File: config.mk
export PLATFORM = sky130hd
export DESIGN_NAME = oci_trace_capture_flat
export DESIGN_NICKNAME = d
export VERILOG_FILES = /design/src/rtl/oci_trace_capture_if.sv /design/src/rtl/oci_trace_capture.sv /design/src/flat_wrapper.sv
export SDC_FILE = /design/constraint.sdc
export NUM_CORES = 1
export LEC_CHECK = 0
export CORE_MARGIN = 2
export CORE_UTILIZATION = 40
export DETAILED_ROUTE_END_ITERATION = 16
export GPL_ROUTABILITY_DRIVEN = 1
export PLACE_DENSITY = 0.57
export SLEW_MARGIN = 10
export SYNTH_ARGS = -nofsm -noshare
export SYNTH_HDL_FRONTEND = slang
export SYNTH_SLANG_ARGS = --single-unit
export TNS_END_PERCENT = 30
File: constraint.sdc
create_clock -name clk -period 4.61 [get_ports clk]
set_input_delay 0.461 -clock clk [delete_from_list [all_inputs] [get_ports clk]]
set_output_delay 0.461 -clock clk [all_outputs]
set_load 0.005 [all_outputs]
File: src/rtl/oci_trace_capture_if.sv
// Trace-frame input strobe and read-port bundle for oci_trace_capture.
interface oci_trace_capture_if #(
    parameter int FRAME_W = 30,
    parameter int COUNT_W = 4
);
    logic                       dct_valid;
    logic [FRAME_W-1:0]         dct_buffer;
    logic [COUNT_W-1:0]         dct_count;
    logic                       rd_req;
    logic [FRAME_W+COUNT_W-1:0] rd_data;
    logic                       rd_valid;

    modport master (
        output dct_valid, dct_buffer, dct_count, rd_req,
        input  rd_data, rd_valid
    );

    modport slave (
        input  dct_valid, dct_buffer, dct_count, rd_req,
        output rd_data, rd_valid
    );
endinterface

File: src/rtl/oci_trace_capture.sv
// Captures DCT trace frames into a FIFO, tracks the test-end handshake and
// serves stored frames on a registered one-cycle-latency read port.
module oci_trace_capture #(
    parameter int FRAME_W   = 30,
    parameter int COUNT_W   = 4,
    parameter int DEPTH     = 16,
    parameter int OVERWRITE = 0,
    parameter int OVF_W     = 16
) (
    input  logic                    clk,
    input  logic                    reset,
    oci_trace_capture_if.slave      bus,
    input  logic                    test_ending,
    input  logic                    test_has_ended,
    output logic [$clog2(DEPTH):0]  level,
    output logic [OVF_W-1:0]        overflow_cnt,
    output logic [1:0]              state,
    output logic                    done
);
    localparam int PTR_W   = $clog2(DEPTH);
    localparam int LVL_W   = PTR_W + 1;
    localparam int ENTRY_W = FRAME_W + COUNT_W;
    localparam bit OVW     = (OVERWRITE != 0);

    typedef enum logic [1:0] {
        IDLE    = 2'd0,
        CAPTURE = 2'd1,
        DRAIN   = 2'd2,
        ENDED   = 2'd3
    } state_t;

    state_t             state_q, state_d;
    logic [ENTRY_W-1:0] mem [DEPTH];
    logic [PTR_W-1:0]   wr_ptr, rd_ptr;
    logic [LVL_W-1:0]   level_q;

    logic accepting, frame_ok, full, empty, pop, wr_en, lost, drop_head;

    always_comb begin
        accepting = (state_q == IDLE) || (state_q == CAPTURE);
        frame_ok  = bus.dct_valid && (bus.dct_count != '0) && accepting && !test_has_ended;
        full      = (level_q == LVL_W'(DEPTH));
        empty     = (level_q == '0);
        pop       = bus.rd_req && !empty;
        // A pop in the same cycle frees a slot, so a full FIFO never loses a frame then.
        lost      = frame_ok && full && !pop;
        wr_en     = frame_ok && (!full || pop || OVW);
        drop_head = lost && OVW;
    end

    // NOTE: next state defaults to the current state first, so no path leaves it unassigned (no latch).
    always_comb begin
        state_d = state_q;
        case (state_q)
            IDLE:    if (frame_ok)    state_d = CAPTURE;
            CAPTURE: if (test_ending) state_d = DRAIN;
            DRAIN:   if (empty && !bus.rd_valid) state_d = ENDED;
            default: state_d = ENDED;
        endcase
        if (test_has_ended) state_d = ENDED;
    end

    // NOTE: non-blocking assignments so every register updates from pre-edge values.
    always_ff @(posedge clk or posedge reset) begin
        if (reset) state_q <= IDLE;
        else       state_q <= state_d;
    end

    // NOTE: the storage array is not reset; pointers and level alone define which entries are valid.
    always_ff @(posedge clk) begin
        if (wr_en) mem[wr_ptr] <= {bus.dct_count, bus.dct_buffer};
    end

    always_ff @(posedge clk or posedge reset) begin
        if (reset) begin
            wr_ptr       <= '0;
            rd_ptr       <= '0;
            level_q      <= '0;
            bus.rd_valid <= 1'b0;
            bus.rd_data  <= '0;
            overflow_cnt <= '0;
        end else begin
            bus.rd_valid <= pop;
            if (pop)               bus.rd_data <= mem[rd_ptr];
            if (wr_en)             wr_ptr <= wr_ptr + PTR_W'(1);
            if (pop || drop_head)  rd_ptr <= rd_ptr + PTR_W'(1);
            if (wr_en && !(pop || drop_head))
                level_q <= level_q + LVL_W'(1);
            else if (!wr_en && pop)
                level_q <= level_q - LVL_W'(1);
            if (lost && (overflow_cnt != '1))
                overflow_cnt <= overflow_cnt + OVF_W'(1);
        end
    end

    assign level = level_q;
    assign state = state_q;
    assign done  = (state_q == ENDED) && (level_q == '0);
endmodule

File: src/flat_wrapper.sv
// flat-port wrapper written by rule: the top's interface ports become plain ports
module oci_trace_capture_flat 
#(
    parameter int FRAME_W   = 30,
    parameter int COUNT_W   = 4,
    parameter int DEPTH     = 16,
    parameter int OVERWRITE = 0,
    parameter int OVF_W     = 16
)
  (clk, reset, test_ending, test_has_ended, level, overflow_cnt, state, done, bus_dct_valid, bus_dct_buffer, bus_dct_count, bus_rd_req, bus_rd_data, bus_rd_valid);
  oci_trace_capture_if #(.FRAME_W(FRAME_W), .COUNT_W(COUNT_W)) bus_i ();
  input  logic clk;
  input  logic reset;
  input  logic test_ending;
  input  logic test_has_ended;
  output logic [$clog2(DEPTH):0] level;
  output logic [OVF_W-1:0] overflow_cnt;
  output logic [1:0] state;
  output logic done;
  input wire logic [$bits(bus_i.dct_valid)-1:0] bus_dct_valid;
  input wire logic [$bits(bus_i.dct_buffer)-1:0] bus_dct_buffer;
  input wire logic [$bits(bus_i.dct_count)-1:0] bus_dct_count;
  input wire logic [$bits(bus_i.rd_req)-1:0] bus_rd_req;
  output wire logic [$bits(bus_i.rd_data)-1:0] bus_rd_data;
  output wire logic [$bits(bus_i.rd_valid)-1:0] bus_rd_valid;
  assign bus_i.dct_valid = bus_dct_valid;
  assign bus_i.dct_buffer = bus_dct_buffer;
  assign bus_i.dct_count = bus_dct_count;
  assign bus_i.rd_req = bus_rd_req;
  assign bus_rd_data = bus_i.rd_data;
  assign bus_rd_valid = bus_i.rd_valid;
  oci_trace_capture #(.FRAME_W(FRAME_W), .COUNT_W(COUNT_W), .DEPTH(DEPTH), .OVERWRITE(OVERWRITE), .OVF_W(OVF_W)) u_core (.clk(clk), .reset(reset), .bus(bus_i), .test_ending(test_ending), .test_has_ended(test_has_ended), .level(level), .overflow_cnt(overflow_cnt), .state(state), .done(done));
endmodule
==> results by group, run 1 <==
Drt
  – Antenna viol nets, final: 0
  – Average wire per cell in the routed design: around 25 um
  – Via count: approximately 11,000
  – DRC: 0
  – Vias per std cell: between 5 and 6
  – DRT iter0 DRCs: 870
  – Drt first pass iters: 5
  – Total Routed Length: just over 50,000 um

Layout
  – Synthesis-to-finish area growth: 17.2%
  – Fraction of layout cells with a size suffix above 1: 22.8%
  – # fillers: around 4,800
  – Nets: around 1,300
  – # diodes: 0
  – Core Util, Final: 47.7%
  – Finished Cell Area: between 0.02 and 0.03 mm^2

Timing
  – Setup violations, final: 0
  – Slew Viols, Final: 0
  – Max Clock Freq: slightly above 300 MHz
  – Tmin final: 3.26 ns
  – Clock skew: around 0.015 ns
  – Tcrit/Tclk final: between 70 and 80%
  – Least-Margin Pin Slew: ~1.0 ns
  – Setup TNS: 0 ns
  – Slew HR: about a third
  – RSZ-0062 raised after global routing: false
  – Hold Vio Cnt, Final: 0

Logic synthesis
  – EDFF count, synth: about 540
  – Yosys warns: 0
  – Mean post-synth cell area: 21.0 um^2
  – Sequential area share after synthesis: between 70% and 80%
  – Cells after Synth: 1,123
  – Cell area after synthesis: 0.0235 mm^2
  – Primary FF master, synth: edfxtp_1
  – Ys async rst share: 10.8%
  – Synth Register Bits: a little over 600
  – Synthesized Nets: 1,175
  – Post-synth cell types: 43

Global routing
  – GR Util All Layers: 17.2%
  – First-pass GRT wire length: 76,700 um
  – Initial antenna violation count: 0
  – Vias in the first global route: approximately 12,000
  – Largest net degree at the start of global routing: 60
  – GRT overflow: 0

CTS
  – CTS Hold Bufs: 0
  – Post-CTS setup buffer count: 0
  – Clk slew on worst S/H paths: ~0.060 ns
  – Clock net sink count: just over 600
  – Clk_lat worst skew: between 0.6 and 0.7 ns
  – Clock Tree Buf Depth: 3
  – # resized after CTS: 0
  – Clock root buffer master: clkbuf_16
  – CTS Buf Count: 61
  – CTS tree: done
  – H-tree depth: 2

Flow run
  – Max Cap Violations: 0

Placement
  – GP Congestion: around 0.73
  – Dpl hpwl: about 30,000 um
  – Placed cell areas: 0.0257 mm^2
  – I/O Buffers: 98

Setup path
  – CP Max Fanout: 17
  – R2R depth: 12
  – R2r startpoint: u_core.level[0]
  – Startpoint types: input pin
  – CP startpoint: bus_dct_count[3]
  – CP Class: in -> reg
  – Arrival @ worst endpoint: approximately 3.8 ns
  – CP endpoint kind: flip-flop
  – R2r setup slk: between 1.5 and 2 ns
  – RR Endpoint: u_core.level[4]
  – WP data required: between 5 and 6 ns

Pwr
  – Pwr/cell area: roughly 540 mW/mm^2
  – Worst VDD drop: around 310 uV
  – P_leak: approximately 0.0091 uW

Floorplanning
  – Rows: 88
  – Die X: approximately 250 um
  – Num ports: 99
  – Core area: just under 0.06 mm^2
  – Full die area: between 0.06 and 0.07 mm^2
  – Die height: roughly 250 um
  – Initial Util: between 40% and 50%

Min path
  – Hold WC Path Type: in -> async

Outcome
  – Status: finished clean
==> Yosys cell counts (5+ instances only) <==
master | count | share of area [%]
edfxtp_1 | 544 | 69
mux4_2 | 136 | 13
nand2_1 | 83 | 1.3
dfrtp_1 | 66 | 7.0
mux2i_1 | 35 | 1.5
nor3_1 | 35 | 0.74
a221o_1 | 34 | 1.4
buf_2 | 29 | 0.62
clkbuf_1 | 23 | 0.37
xnor2_1 | 20 | 0.74
mux2_2 | 12 | 0.57
ha_1 | 11 | 0.58
inv_1 | 10 | 0.16
nand3_1 | 9 | 0.19
nand4_1 | 8 | 0.21
and3_1 | 6 | 0.16
and4_1 | 6 | 0.22
and2_1 | 5 | 0.13
o21ai_0 | 5 | 0.11
xor2_1 | 5 | 0.19
==> placed cells by master, fill, tap and decap left out, types with 5 or more instances in the layout <==
cell               n
clkbuf_1          24
inv_1              8
clkdlybuf4s50_1   98
mux2i_1           35
nor3_1            35
nand3_1            9
xnor2_1           20
nand2_1           83
clkbuf_16         63
nand4_1            8
buf_12            13
buf_4             27
dfrtp_1           62
clkinv_2          12
mux4_2           136
clkbuf_8           6
edfxtp_1         544
o21ai_0            5
clkinv_1           6
a221o_1           34
ha_1              11
mux2_2            12
xor2_1             5
==> where the power goes <==
part           leakage (uW)  internal, uW  switching (uW)  total, uW
combinational       0.00247          1920            1640       3560
clock              0.000938          2710            2010       4720
sequential          0.00571          6220             400       6620
==> how the worst max path moves through the flow <==
stage | to | slack [ns] | cells past startpoint
after floorplan | u_core.mem[7][0] | 0.25 | 6
after global placement | u_core.level[4] | 0.78 | 13
after detailed placement | u_core.level[4] | 0.71 | 13
after CTS | u_core.level[4] | 1.35 | 13
after global routing | u_core.level[4] | 1.13 | 13
final | u_core.level[4] | 1.35 | 13
==> critical path: stages <==
cell	delay (ns)
clkdlybuf4s50_1	0.68
or4_1	0.66
nand3_1	0.16
nor3_1	0.07
buf_4	0.18
ha_1	0.25
inv_1	0.14
ha_1	0.26
nor2b_1	0.14
o21a_1	0.17
or3_1	0.30
a21oi_1	0.18
xor2_1	0.15
==> cell families (layout without fill, tap and decap cells) <==
family,after synthesis,count (layout),synth area share [%]
adder cells (fa/ha/maj),12,12,0.670
AO/OA/AOI/OAI,46,46,1.77
flip-flops,610,610,76.4
buffers and inverters,72,263,1.45
multiplexers,183,183,15.1
AND/OR/NAND/NOR,175,175,3.72
XOR/XNOR,25,25,0.930
==> routing by layer <==
metal / part of all wire, % / routed length, um / global-route usage, % / vias to the layer above
met2: 48 / 24800 / 27.8 / 305
met3: 5.1 / 2610 / 2.77 / 64
met4: 1.8 / 928 / 4.22 / 0
li1: - / - / - / 4900
met1: 45 / 23200 / 24.7 / 6009
met5: 0 / 0 / 0 / -
==> flip-flops by register name, summed over array words and instances, names as in the netlist <==
name                 count
u_core.bus.rd_data      34
u_core.wr_ptr            4
u_core.overflow_cnt     16
u_core.rd_ptr            4
u_core.mem             544
u_core.level             5
u_core.bus.rd_valid      1
u_core.state             2
==> layout make-up <==
cell class	count	area, um^2	area share (%)
Clock inverter	21	155	0.562
Sequential cell	610	18000	65.2
Inverter	11	42.5	0.154
Multi-Input combinational cell	441	5250	19.0
Clock buffer	93	1750	6.34
Tap cell	765	957	3.47
Timing Repair Buffer	138	1440	5.23
==> stage by stage <==
stage	total power [uW]	setup WS (ns)	cells	hold slack, ns
2_1_floorplan	9080	0.254	1123	0.481
3_3_place_gp	10400	0.783	1965	0.476
3_5_place_dp	10400	0.711	1965	0.490
4_1_cts	15100	1.35	2079	0.216
5_1_grt	15600	1.13	2079	0.268
6_report	14900	1.35	2079	0.225
Note: power is estimated with default switching activity, not from simulation.
==> inputs of run 2 (changes only) <==
--- a/config.mk
+++ b/config.mk
@@ -9,7 +9,7 @@
 export CORE_UTILIZATION = 40
 export DETAILED_ROUTE_END_ITERATION = 16
 export GPL_ROUTABILITY_DRIVEN = 1
-export PLACE_DENSITY = 0.57
+export PLACE_DENSITY = 0.6
 export SLEW_MARGIN = 10
 export SYNTH_ARGS = -nofsm -noshare
 export SYNTH_HDL_FRONTEND = slang
==> constraint.sdc (replaced) <==
create_clock -name clk -period 2.9 [get_ports clk]
set_input_delay 0.29 -clock clk [delete_from_list [all_inputs] [get_ports clk]]
set_output_delay 0.29 -clock clk [all_outputs]
set_load 0.005 [all_outputs]
==> results by group, run 2 (synthesis gave the netlist of run 1 again) <==
Outcome
  – Status: finished clean (unchanged)

Floorplanning
  – Num ports: 99 (unchanged)
  – Rows: 88 (unchanged)
  – Die X: 247 um (unchanged)
  – Full die area: 0.0608 mm^2 (unchanged)
  – Core area: 0.0579 mm^2 (unchanged)
  – Initial Util: 40.7% (unchanged)
  – Die height: 247 um (unchanged)

Global routing
  – Global-route met3 utilization: 3.54% (was 2.77%)
  – GR Util met1: 24.6% (was 24.7%)
  – Gr busiest metal: met2 (unchanged)
  – Vias in the first global route: 12,100 (was 11,600)
  – Initial antenna violation count: 1 (was 0)
  – GR Util All Layers: 17.8% (was 17.2%)
  – GRT overflow: 0 (unchanged)
  – GR Util met2: 28.7% (was 27.8%)
  – Largest net degree at the start of global routing: 71 (was 60)
  – First-pass GRT wire length: 79,100 um (was 76,700 um)

Timing
  – Hold Vio Cnt, Final: 0 (unchanged)
  – Slew Viols, Final: 0 (unchanged)
  – Least-Margin Pin Slew: 0.965 ns (was 1.02 ns)
  – Tcrit/Tclk final: around 96%
  – Max Clock Freq: around 360 MHz
  – Slew HR: 35.6% (was 31.8%)
  – Tmin final: roughly 2.8 ns
  – Setup TNS: 0 ns (unchanged)
  – Setup violations, final: 0 (unchanged)
  – Clock skew: 0.0255 ns (was 0.0145 ns)

Setup path
  – Arrival @ worst endpoint: 3.31 ns (was 3.80 ns)
  – Worst path max stage delay: 0.59 ns (was 0.68 ns)
  – Max stage delay cell, worst path: or4_4 (was clkdlybuf4s50_1)
  – WP data required: 3.42 ns (was 5.15 ns)
  – CP bufs+invs: 2 (was 3)
  – Worst path cell trace: or4_4 -> o21a_1 -> inv_2 -> ha_2 -> inv_1 -> ha_1 -> nor2b_1 -> o21a_1 -> or3_4 -> a21oi_2 -> xor2_1 (was clkdlybuf4s50_1 -> or4_1 -> nand3_1 -> nor3_1 -> buf_4 -> ha_1 -> inv_1 -> ha_1 -> nor2b_1 -> o21a_1 -> or3_1 -> a21oi_1 -> xor2_1)
  – CP Max Fanout: 5 (was 17)
  – Crit-path most repeated cell: o21a_1 (was ha_1)
  – CP top delay family: simple AND/OR/NAND/NOR gates (unchanged)
  – CP Class: reg -> reg (was in -> reg)
  – Startpoint types: flip-flop (was input pin)
  – CP endpoint kind: flip-flop (unchanged)

CTS
  – Clock Tree Buf Depth: 3 (unchanged)
  – Clk_lat worst skew: 0.60 ns (was 0.62 ns)
  – CTS Hold Bufs: 0 (unchanged)
  – CTS tree: done (unchanged)
  – Clk slew on worst S/H paths: 0.06 ns (about the same)
  – H-tree depth: 3 (was 2)
  – Clock root buffer master: clkbuf_16 (unchanged)
  – Clock net sink count: 610 (unchanged)
  – CTS Buf Count: 66 (was 61)

Min path
  – Hold WC Path Type: in -> async (unchanged)

Layout
  – Leading cell type in the layout, fill and taps excluded: edfxtp_1 (unchanged)
  – Nets: 1,359 (was 1,315)
  – Finished Layout Cells: 2,125 (was 2,079)
  – Top flop regs: u_core.mem: 544 flops, u_core.bus.rd_data: 34 flops, u_core.overflow_cnt: 16 flops (unchanged)
  – Largest register by flop count: u_core.mem (unchanged)
  – Max FFs per register: 544 (unchanged)
  – Fraction of layout cells with a size suffix above 1: 26.6% (was 22.8%)
  – Synthesis-to-finish area growth: 21.2% (was 17.2%)
  – Most frequent cells in the layout: edfxtp_1 (544), mux4_2 (136), clkdlybuf4s50_1 (98), nand2_1 (83), clkbuf_16 (71) (was edfxtp_1 (544), mux4_2 (136), clkdlybuf4s50_1 (98), nand2_1 (83), clkbuf_16 (63))
  – # diodes: 0 (unchanged)

Placement
  – Placed instance count: 2,003 (was 1,965)
  – Dpl hpwl: 30,100 um (was 29,500 um)
  – GP Congestion: 0.744 (was 0.731)
  – I/O Buffers: 98 (unchanged)

Flow run
  – Max Cap Violations: 0 (unchanged)

Drt
  – Via count: 11,600 (was 11,300)
  – Total Routed Length: 52,600 um (was 51,500 um)
  – Vias per std cell: 5.46 (was 5.42)
  – DRC: 0 (unchanged)
  – DRT iter0 DRCs: 1,079 (was 870)
  – Average wire per cell in the routed design: 24.7 um (was 24.8 um)
  – Antenna viol nets, final: 0 (unchanged)
  – Drt first pass iters: 5 (unchanged)

Pwr
  – Clock group share of total power: 34.5% (was 31.7%)
  – Pwr/cell area: 875 mW/mm^2 (was 540 mW/mm^2)
  – Worst VDD drop: 470 uV (was 306 uV)
  – P_leak: 0.00955 uW (was 0.00912 uW)
  – Sw Ratio: 26.4% (was 27.1%)
  – Switching pwr: 6600 uW (was 4040 uW)
  – Internal power: 18,400 uW (was 10,900 uW)
  – Combinational power share: 24.3% (was 23.9%)
  – Reg power frac: 41.2% (was 44.4%)
==> run 2: cell types whose count changed in the layout (fill, tap and decap cells not counted), moves of 2 or more <==
cell	delta
buf_12	+21
buf_4	+18
bufinv_16	+5
clkbuf_1	-13
clkbuf_16	+8
clkinv_1	+2
clkinv_4	+2
clkinvlp_4	+2
nor2_1	-2
nor2_2	+2
nor3b_2	-4
nor3b_4	+4
==> run 2: path summary, 6_finish.rpt <==
kind,start,endpoint,slack (ns),cells past startpoint
worst max-delay path,u_core.level[3],u_core.level[4],0.11,11
worst min-delay path,reset,u_core.level[4],0.16,2
worst max register to register,u_core.level[3],u_core.level[4],0.11,11
worst min register to register,u_core.overflow_cnt[13],u_core.overflow_cnt[13],0.50,1
max in group asynchronous,reset,u_core.bus.rd_data[13],2.05,3
min in group clk,test_ending,u_core.state[1],0.35,2
==> run 2: power by group through the flow <==
stage	Clock, uW	Combinational, uW	Sequential [uW]
after floorplan	0	4180	10300
after global placement	0	6120	10500
after detailed placement	0	6170	10500
after CTS	8810	6190	10300
after global routing	9140	6600	10300
final	8620	6070	10300
==> run 2: repair_timing <==
action | in CTS | in global routing
resized for setup | 0 | 4
endpoints found under the setup margin | 0 | 1
buffers inserted | 0 | 1
==> run 2: routing by layer <==
layer | vias up | part of all wire, % | wire, um
met1 | 6221 | 44 | 23100
met4 | 2 | 2.1 | 1090
met2 | 312 | 49 | 25700
met3 | 83 | 5.0 | 2650
met5 | - | 0.025 | 13
li1 | 4987 | - | -
==> run 2: through the flow <==
| stage | hold slack, ns | cell area, um^2 | total power [uW] | util [%] | setup WS [ns] |
|---|---|---|---|---|---|
| global placement | 0.480 | 26300 | 16600 | 45.4 | -0.282 |
| CTS | 0.180 | 28500 | 25300 | 49.2 | 0.104 |
| floorplan | 0.389 | 23600 | 14400 | - | -0.236 |
| finish | 0.165 | 28500 | 25000 | 49.3 | 0.113 |
| detailed placement | 0.495 | 26300 | 16600 | 45.4 | -0.283 |
| global route | 0.216 | 28500 | 26100 | 49.3 | -0.0126 |
==> run 2: area by class of cell <==
type                       instances  area, um^2
fill                            4708       29400
sequential                       610       18000
multi-input combinational        441        5300
timing repair buffer             177        2000
clock buffer                      88        1900
tap                              765         957
clock inverter                    33         350
inverter                          11        42.5
==> inputs of run 3 (changes only) <==
--- a/config.mk
+++ b/config.mk
@@ -8,8 +8,9 @@
 export CORE_MARGIN = 2
 export CORE_UTILIZATION = 40
 export DETAILED_ROUTE_END_ITERATION = 16
+export DONT_BUFFER_PORTS = 1
 export GPL_ROUTABILITY_DRIVEN = 1
-export PLACE_DENSITY = 0.6
+export PLACE_DENSITY = 0.57
 export SLEW_MARGIN = 10
 export SYNTH_ARGS = -nofsm -noshare
 export SYNTH_HDL_FRONTEND = slang
==> results by group, run 3 (synthesis gave the netlist of run 1 again) <==
Outcome
  – Status: finished clean (unchanged)

Flow run
  – Max Cap Violations: 0 (unchanged)

CTS
  – Clk_lat worst skew: 0.62 ns (was 0.60 ns)
  – Clock Tree Buf Depth: 3 (unchanged)
  – Clock net sink count: 610 (unchanged)
  – CTS tree: done (unchanged)
  – Clock root buffer master: clkbuf_16 (unchanged)
  – CTS Buf Count: 61 (was 66)
  – H-tree depth: 2 (was 3)
  – Clk slew on worst S/H paths: 0.06 ns (about the same)

Layout
  – Most frequent cells in the layout: edfxtp_1 (544), mux4_2 (136), nand2_1 (83), clkbuf_16 (62), dfrtp_1 (62) (was edfxtp_1 (544), mux4_2 (136), clkdlybuf4s50_1 (98), nand2_1 (83), clkbuf_16 (71))
  – Synthesis-to-finish area growth: 16.6% (was 21.2%)
  – Max FFs per register: 544 (unchanged)
  – Nets: 1,276 (was 1,359)
  – Largest register by flop count: u_core.mem (unchanged)
  – Top flop regs: u_core.mem: 544 flops, u_core.bus.rd_data: 34 flops, u_core.overflow_cnt: 16 flops (unchanged)
  – Finished Layout Cells: 2,045 (was 2,125)
  – Leading cell type in the layout, fill and taps excluded: edfxtp_1 (unchanged)
  – Fraction of layout cells with a size suffix above 1: 25.6% (was 26.6%)
  – Core Util, Final: 47.4% (was 49.3%)

Global routing
  – GR Util All Layers: 17.5% (was 17.8%)
  – Initial antenna violation count: 6 (was 1)
  – Vias in the first global route: 11,900 (was 12,100)
  – Largest net degree at the start of global routing: 79 (was 71)
  – First-pass GRT wire length: 77,800 um (was 79,100 um)
  – GRT overflow: 0 (unchanged)

Setup path
  – Arrival @ worst endpoint: 3.27 ns (was 3.31 ns)
  – WP data required: 3.43 ns (was 3.42 ns)
  – RR Endpoint: u_core.level[4] (unchanged)
  – R2r startpoint: u_core.level[2] (was u_core.level[3])
  – R2R depth: 11 (unchanged)
  – CP Class: reg -> reg (unchanged)
  – CP endpoint kind: flip-flop (unchanged)
  – R2r setup slk: 0.16 ns (was 0.11 ns)
  – Startpoint types: flip-flop (unchanged)
  – CP Max Fanout: 4 (was 5)

Timing
  – Max Clock Freq: 365 MHz (was 359 MHz)
  – Clock skew: 0.0278 ns (was 0.0255 ns)
  – Tcrit/Tclk final: 94.4% (was 96.1%)
  – Least-Margin Pin Slew: 0.667 ns (was 0.965 ns)
  – Hold Vio Cnt, Final: 0 (unchanged)
  – RSZ-0062 raised after global routing: false
  – Tmin final: 2.74 ns (was 2.79 ns)
  – Slew HR: 55.5% (was 35.6%)
  – Slew Viols, Final: 0 (unchanged)
  – Setup violations, final: 0 (unchanged)

Drt
  – Drt first pass iters: 4 (was 5)
  – Antenna viol nets, final: 0 (unchanged)
  – DRC: 0 (unchanged)
  – Average wire per cell in the routed design: 25.4 um (was 24.7 um)
  – Vias per std cell: 5.44 (was 5.46)
  – Total Routed Length: 51,900 um (was 52,600 um)
  – DRT iter0 DRCs: 982 (was 1,079)
  – Via count: 11,100 (was 11,600)

Pwr
  – Worst VDD drop: 609 uV (was 470 uV)
  – Pwr/cell area: 860 mW/mm^2 (was 875 mW/mm^2)
  – P_leak: 0.00908 uW (was 0.00955 uW)
  – Total power: 23,600 uW (was 25,000 uW)

Floorplanning
  – Die height: 247 um (unchanged)
  – Rows: 88 (unchanged)
  – Core area: 0.0579 mm^2 (unchanged)
  – Num ports: 99 (unchanged)
  – Full die area: 0.0608 mm^2 (unchanged)
  – Die X: 247 um (unchanged)
  – Initial Util: 40.7% (unchanged)

Placement
  – I/O Buffers: 0 (was 98)
  – GP Congestion: 0.718 (was 0.744)
  – Placed instance count: 1,886 (was 2,003)
  – Dpl hpwl: 28,400 um (was 30,100 um)

Min path
  – Hold wc startpoint: test_has_ended
  – Hold path depth: 4
  – Hold WC Path Type: in -> reg (was in -> async)
  – Hold Path End: u_core.overflow_cnt[12]
-- run 3: cell types whose count changed in the layout (fill, tap and decap cells not counted), moves of 3 or more --
cell and change:
buf_12 -8, buf_4 -11, clkbuf_1 +6, clkbuf_16 -9, clkbuf_8 -3, clkdlybuf4s50_1 -98, diode_2 +5, dlygate4sd3_1 +39
-- run 3: worst max-delay path by stage --
stage               slack, ns       startpoint  cells past startpoint               to
global placement          0.1  u_core.level[0]                     11  u_core.level[4]
detailed placement       0.08  u_core.level[0]                     11  u_core.level[4]
CTS                      0.06  u_core.level[0]                     11  u_core.level[4]
floorplan               -0.24  u_core.level[0]                     13  u_core.level[4]
finish                   0.16  u_core.level[2]                     11  u_core.level[4]
global route           0.0006  u_core.level[2]                     11  u_core.level[4]
-- run 3: layout make-up --
type	count	area, um^2
antenna	5	12.5
clock buffer	82	1660
clock inverter	32	340
fill	4752	30500
inverter	11	42.5
multi-input combinational	441	5290
sequential	610	18000
tap	765	957
timing repair buffer	99	1170
-- run 3: where the power goes --
group	total [uW]	internal, uW	switching, uW
Sequential	10400	9890	470
Clock	7830	4550	3290
Combinational	5420	2750	2660
Total	23600	17200	6420
-- run 3: critical path, cell delays in order (launching register included) --
cell     delay (ns)
dfrtp_1        0.38
or4_4          0.56
o21a_1         0.21
inv_2          0.06
ha_2           0.19
inv_1          0.06
ha_1           0.28
nor2b_1        0.14
o21a_1         0.17
or3_1          0.32
a21oi_2        0.15
xor2_1         0.14
-- run 3: layer usage --
| metal | wire length [um] | up-vias | global-route usage, % |
|---|---|---|---|
| li1 | - | 4823 | - |
| met1 | 23200 | 5956 | 24.4 |
| met2 | 25000 | 266 | 28.2 |
| met3 | 2550 | 83 | 3.32 |
| met4 | 1150 | 6 | 5.17 |
| met5 | 32 | - | 0 |
-- run 3: what timing repair did --
action                                  in CTS  in global routing
gates resized for setup                      0                  2
hold buffers                                39                  0
endpoints found under the setup margin       0                  1
buffers inserted                             0                  1
hold endpoints to repair                   575                  0
-- run 3: metrics by stage --
step	setup TNS, ns	worst slack (ns)	cell area [um^2]	hold slack, ns
2_1_floorplan	-29.02	-0.236	23600	0.389
4_1_cts	0	0.0612	27400	0.00997
5_1_grt	0	0.000644	27500	0.0335
6_report	0	0.161	27500	0.0439
3_3_place_gp	0	0.0975	25000	0.280
3_5_place_dp	0	0.0846	25000	0.284
